===== config.mk =====
export PLATFORM = sky130hd
export DESIGN_NAME = uart_transmitter
export DESIGN_NICKNAME = d
export VERILOG_FILES = /design/src/rtl/uart_transmitter.sv
export SDC_FILE = /design/constraint.sdc
export NUM_CORES = 1
export LEC_CHECK = 0
export ABC_AREA = 1
export CAP_MARGIN = 10
export CORE_UTILIZATION = 45
export DETAILED_ROUTE_END_ITERATION = 8
export GPL_TIMING_DRIVEN = 0
export PLACE_DENSITY = 0.65
export SLEW_MARGIN = 20
export SYNTH_ARGS = -nofsm -noshare
export SYNTH_HDL_FRONTEND = slang
export SYNTH_SLANG_ARGS = --single-unit

===== constraint.sdc =====
create_clock -name clk -period 2.77 [get_ports clk]
set_input_delay 0.831 -clock clk [delete_from_list [all_inputs] [get_ports clk]]
set_output_delay 0.831 -clock clk [all_outputs]
set_load 0.1 [all_outputs]

===== src/rtl/uart_transmitter.sv =====
`default_nettype none
// ============================================================================
// Module      : uart_transmitter
// Description : 8N1 UART transmitter, LSB first, idle-high line. Bit period is
//               derived from the receiver's oversampling divider so both ends
//               agree on the bit time to the exact clock. Byte input uses a
//               valid/ready handshake.
//               Optional macro UART_TX_HOLD_EN adds a one-byte holding
//               register so the next byte can be accepted mid-frame.
// Revision    : 1.0 - initial release
// ============================================================================
module uart_transmitter #(
    parameter int CLK_FREQ   = 50_000_000,
    parameter int BAUD_RATE  = 115200,
    parameter int DIV_SAMPLE = 16
) (
    input  logic       clk,
    input  logic       reset,
    input  logic [7:0] tx_data,
    input  logic       tx_valid,
    output logic       tx_ready,
    output logic       TxD,
    output logic       tx_busy,
    output logic       tx_done
);

    localparam int c_DIV_COUNTER = CLK_FREQ / (BAUD_RATE * DIV_SAMPLE);
    localparam int c_BIT_CLKS    = c_DIV_COUNTER * DIV_SAMPLE;
    localparam int c_TOTAL_BITS  = 10;
    localparam int c_CW          = (c_BIT_CLKS > 1) ? $clog2(c_BIT_CLKS) : 1;
    localparam int c_BW          = $clog2(c_TOTAL_BITS);

    localparam logic [c_CW-1:0] c_LAST_CYCLE    = c_CW'(c_BIT_CLKS - 1);
    // Bit index 8 is the last data bit (0 = start, 1..8 = data, 9 = stop)
    localparam logic [c_BW-1:0] c_LAST_DATA_BIT = c_BW'(8);

    localparam logic [1:0] c_ST_IDLE  = 2'd0;
    localparam logic [1:0] c_ST_START = 2'd1;
    localparam logic [1:0] c_ST_DATA  = 2'd2;
    localparam logic [1:0] c_ST_STOP  = 2'd3;

    logic [1:0]      r_state;
    logic [1:0]      w_state_next;
    logic [c_CW-1:0] r_cycle_cnt;
    logic [c_BW-1:0] r_bit_cnt;
    logic [9:0]      r_shift;

    logic            w_last_bit;
    logic            w_last_stop;
    logic            w_ready;
    logic            w_accept;
    logic            w_start;
    logic [7:0]      w_frame_byte;

`ifdef UART_TX_HOLD_EN
    logic [7:0]      r_hold;
    logic            r_hold_full;
    logic            w_hold_load;
`endif

    // Handshake decode: when a new frame starts and which byte it carries
    always_comb begin
        w_last_bit   = (r_cycle_cnt == c_LAST_CYCLE);
        w_last_stop  = (r_state == c_ST_STOP) && w_last_bit;
        w_start      = 1'b0;
        w_frame_byte = tx_data;
`ifdef UART_TX_HOLD_EN
        // The final stop cycle also opens the door so a refill can coincide
        // with the hold-to-shift transfer.
        w_ready      = !r_hold_full || w_last_stop;
        w_accept     = tx_valid && w_ready;
        w_hold_load  = 1'b0;
        if (w_last_stop && r_hold_full) begin
            w_start      = 1'b1;
            w_frame_byte = r_hold;
            w_hold_load  = w_accept;
        end else if (((r_state == c_ST_IDLE) || w_last_stop) && w_accept) begin
            w_start = 1'b1;
        end else begin
            w_hold_load = w_accept;
        end
`else
        w_ready  = (r_state == c_ST_IDLE) || w_last_stop;
        w_accept = tx_valid && w_ready;
        w_start  = w_accept;
`endif
    end

    // Next-state logic for the frame sequencer
    always_comb begin
        w_state_next = r_state;
        case (r_state)
            c_ST_IDLE:  if (w_start) w_state_next = c_ST_START;
            c_ST_START: if (w_last_bit) w_state_next = c_ST_DATA;
            c_ST_DATA:  if (w_last_bit && (r_bit_cnt == c_LAST_DATA_BIT)) w_state_next = c_ST_STOP;
            c_ST_STOP:  if (w_last_bit) w_state_next = w_start ? c_ST_START : c_ST_IDLE;
            default:    w_state_next = c_ST_IDLE;
        endcase
    end

    // State register
    always_ff @(posedge clk or posedge reset) begin
        if (reset) r_state <= c_ST_IDLE;
        else       r_state <= w_state_next;
    end

    // Bit timing counters and shift register; bit 0 of the shifter drives TxD
    always_ff @(posedge clk or posedge reset) begin
        if (reset) begin
            r_shift     <= '1;
            r_cycle_cnt <= '0;
            r_bit_cnt   <= '0;
        end else if (w_start) begin
            r_shift     <= {1'b1, w_frame_byte, 1'b0};
            r_cycle_cnt <= '0;
            r_bit_cnt   <= '0;
        end else if (r_state != c_ST_IDLE) begin
            if (w_last_bit) begin
                // Ones shift in from the top so the line idles high afterwards
                r_shift     <= {1'b1, r_shift[9:1]};
                r_cycle_cnt <= '0;
                r_bit_cnt   <= w_last_stop ? '0 : r_bit_cnt + 1'b1;
            end else begin
                r_cycle_cnt <= r_cycle_cnt + 1'b1;
            end
        end
    end

`ifdef UART_TX_HOLD_EN
    // Holding register: filled by a mid-frame accept, drained at frame end
    always_ff @(posedge clk or posedge reset) begin
        if (reset) begin
            r_hold      <= '0;
            r_hold_full <= 1'b0;
        end else if (w_hold_load) begin
            r_hold      <= tx_data;
            r_hold_full <= 1'b1;
        end else if (w_last_stop) begin
            r_hold_full <= 1'b0;
        end
    end
`endif

    assign tx_ready = w_ready;
    assign TxD      = r_shift[0];
    assign tx_busy  = (r_state != c_ST_IDLE);
    assign tx_done  = w_last_stop;

endmodule
`default_nettype wire


==> impl_metrics.json <==
{
  "power_density_nw_per_um2": 337.4,
  "avgSynthCellArea_um2": 7.968,
  "final_hold_viol_count": 0,
  "syn_nets": 201,
  "area_growth_pct": 15.01,
  "endpoint_kind": "output pin",
  "place_congestion": 0.7583,
  "syn_inst": 182,
  "start_util_pct": 47.50,
  "vias": 1198,
  "worst_pin_slew_ns": 0.9510,
  "whs_ns": 0.4747,
  "r2r-start": "r_state[0]",
  "period_share_pct": 96.03,
  "synth_largest_area_cell": "dfrtp_1",
  "worstPathCellList": "ha_1 > nand2_1 > nor2_4 > nand3_4 > inv_1 > buf_2",
  "status": "finished clean",
  "antenna_found_initial": 0,
  "antenna_left": 0,
  "seq_area_frac_synth_pct": 42.19,
  "post_drt_wl_per_cell_um": 11.41,
  "worst_r2r_endpoint": "r_cycle_cnt[6]",
  "rr_worst_depth": 8,
  "synthAdderAreaFrac_pct": 6.903,
  "slew_violations": 0,
  "hold_class": "register to register",
  "rsz0062_at_grt": "false",
  "grt_pass1_wl_mm": 4.892,
  "initialDrtViolationCount": 76,
  "pwr-share-clk_pct": 33.5,
  "first_pass_iters": 4,
  "max_slew_margin_pct": 36.85,
  "final_cell_mix": "nand2_1 (58), nor2_1 (20), inv_1 (17)",
  "grt_max_degree": 25,
  "worstPathRequired_ns": 1.94,
  "clk_latency_ns": 0.32,
  "final_nets": 220,
  "worstSetupStartpoint": "r_cycle_cnt[0]",
  "portBuffers": 14,
  "setup_ws_ns": 0.1099,
  "met2_usage_pct": 30.52,
  "via_per_inst": 4.910,
  "yosysWarnings": 0,
  "synthSimpleGateAreaFrac_pct": 35.03,
  "clock_sinks": 24,
  "cp_slowest_cell": "dfrtp_1",
  "htree_levels": 1,
  "fillCellCount": 290,
  "layout_commonest_cell": "nand2_1",
  "switching_share_pct": 21.09,
  "busiest_layer": "met2",
  "worstSetupStartpointType": "register",
  "synth_seq_cells": 24,
  "critPathArrivalTime_ns": 1.83,
  "diodes": 0,
  "worst-path-max-fanout": 5,
  "cts_tree": "yes",
  "rows": 20,
  "cp_slowest_stage_delay_ns": 0.43,
  "r2r_slack_ns": 1.07,
  "max-cap-violations": 0,
  "vdd_ir_drop_max_mv": 0.1549,
  "grt_pass1_vias": 1163,
  "synth_top_family_by_area": "simple AND/OR/NAND/NOR gates",
  "holdBufCountCts": 0,
  "drive_gt1_share_pct": 18.50,
  "cp_num_buf_inv": 2,
  "dieArea_um2": 3453,
  "die_w_um": 58.77,
  "switchingPower_mw": 0.1187,
  "hpwl_mm": 2.057,
  "crit_end": "tx_done",
  "synth_mux_area_share_pct": 0,
  "io_pins": 15,
  "path_depth": 6,
  "critPathTopFamily": "buffers and inverters",
  "preCtsSetupSlack_ns": -0.3000,
  "totalWireLength_mm": 2.785,
  "cts_buffer_depth": 2,
  "use_met1_pct": 24.48,
  "grt_overflow_total": 0,
  "fin_area_um2": 1668,
  "core_area_um2": 3053,
  "finalSetupViolations": 0,
  "intPower_mw": 0.4440,
  "track_usage_pct": 18.40,
  "combPwrFrac_pct": 4.1,
  "syn-cell-area_um2": 1450,
  "clock-root-buffer": "clkbuf_4",
  "synth_top_area_share_pct": 25.88,
  "grtUsageMet3_pct": 2.418,
  "post-route-min-period_ns": 2.660,
  "fp.dieH_um": 58.77,
  "drc": 0,
  "synth_compound_area_share_pct": 6.644,
  "leakagePower_nw": 0.8328,
  "sequentialPowerShare_pct": 62.4,
  "synthTopCellsByArea": "dfrtp_1 (26%), dfstp_2 (16%), nand2_1 (15%)",
  "synthDistinctLibCells": 26,
  "fin_skew_ns": 0.001624,
  "max_freq_mhz": 375.9,
  "cts_made_buffers": 3,
  "synthXorXnorAreaFrac_pct": 1.208,
  "clk_pin_slew_ns": 0.13,
  "worstSetupPathType": "register to output pin",
  "place_area_um2": 1645
}
## per-stage QoR
step	utilization, %	instances	TNS, ns	power (mW)
2_1_floorplan	-	182	0	0.3626
3_3_place_gp	53.89	240	-0.7004	0.3803
3_5_place_dp	53.89	240	-0.7154	0.3808
4_1_cts	54.92	244	0	0.5679
5_1_grt	54.63	244	0	0.5834
6_report	54.63	244	0	0.5627
## final cells by class
cell class	instances	area [µm²]	share of cell area, %
multi-input cells	134	721.9	43.29
plain buffers	4	41.29	2.476
well taps	44	55.05	3.301
inverters	20	75.07	4.501
repair buffers	14	126.4	7.577
clock buffers	4	36.28	2.176
flip-flops and latches	24	611.8	36.68
## cells in the mapped netlist, drive strengths merged
cell	count
inv	20
o21ai	6
nor2	22
dfstp	9
nor3	2
o22ai	1
buf	4
dfrtp	15
nand3	15
ha	8
nand4	4
or3	1
xor2	2
a21oi	9
nand2	64
## per-layer routing
| metal | vias up | part of all wire, % |
|---|---|---|
| li1 | 614 | - |
| met1 | 566 | 49 |
| met2 | 13 | 47 |
| met3 | 5 | 2.5 |
| met4 | 0 | 1.4 |
| met5 | - | 0 |
## cells by family after synthesis
group / Yosys count
xor gates and xnor gates: 2
AOI/OAI and AO/OA: 16
adders and majority gates: 8
DFF: 24
and+or+nand+nor: 108
buffers and inverters: 24
## worst min-delay path by stage
stage | to | cells after the start | from | slack [ns]
after global routing | r_shift[0] | 2 | r_shift[0] | 0.50
after CTS | r_shift[0] | 2 | r_shift[0] | 0.48
after global placement | r_shift[6] | 2 | r_shift[6] | 0.45
after floorplan | r_shift[5] | 2 | r_shift[5] | 0.45
after detailed placement | r_shift[0] | 2 | r_shift[0] | 0.46
final | r_shift[0] | 2 | r_shift[0] | 0.47
## power groups by stage
stage	registers (mW)	clock network (mW)	logic [mW]
floorplan	0.357	0	0.00549
global placement	0.357	0	0.0231
detailed placement	0.357	0	0.0236
CTS	0.351	0.193	0.0236
global route	0.351	0.207	0.0255
finish	0.351	0.188	0.0230
## worst reg2reg max path, cell delays in order, from the launching register on
cell,delay [ns]
dfrtp_1,0.44
inv_1,0.10
ha_1,0.22
inv_1,0.24
nand2_1,0.11
nand2_2,0.13
buf_4,0.20
o21ai_1,0.08
a21oi_1,0.12
## flip-flops by register name, summed over array words and instances, names as in the netlist
name and cells:
r_bit_cnt 4, r_cycle_cnt 9, r_shift 9, r_state 2
## repair_timing
action | in CTS | in global routing
resized for setup | 13 | 4
pin swaps | 0 | 0
endpoints found under the setup margin | 4 | 3
setup buffers | 0 | 0
Power figures use the tool's default switching activity.
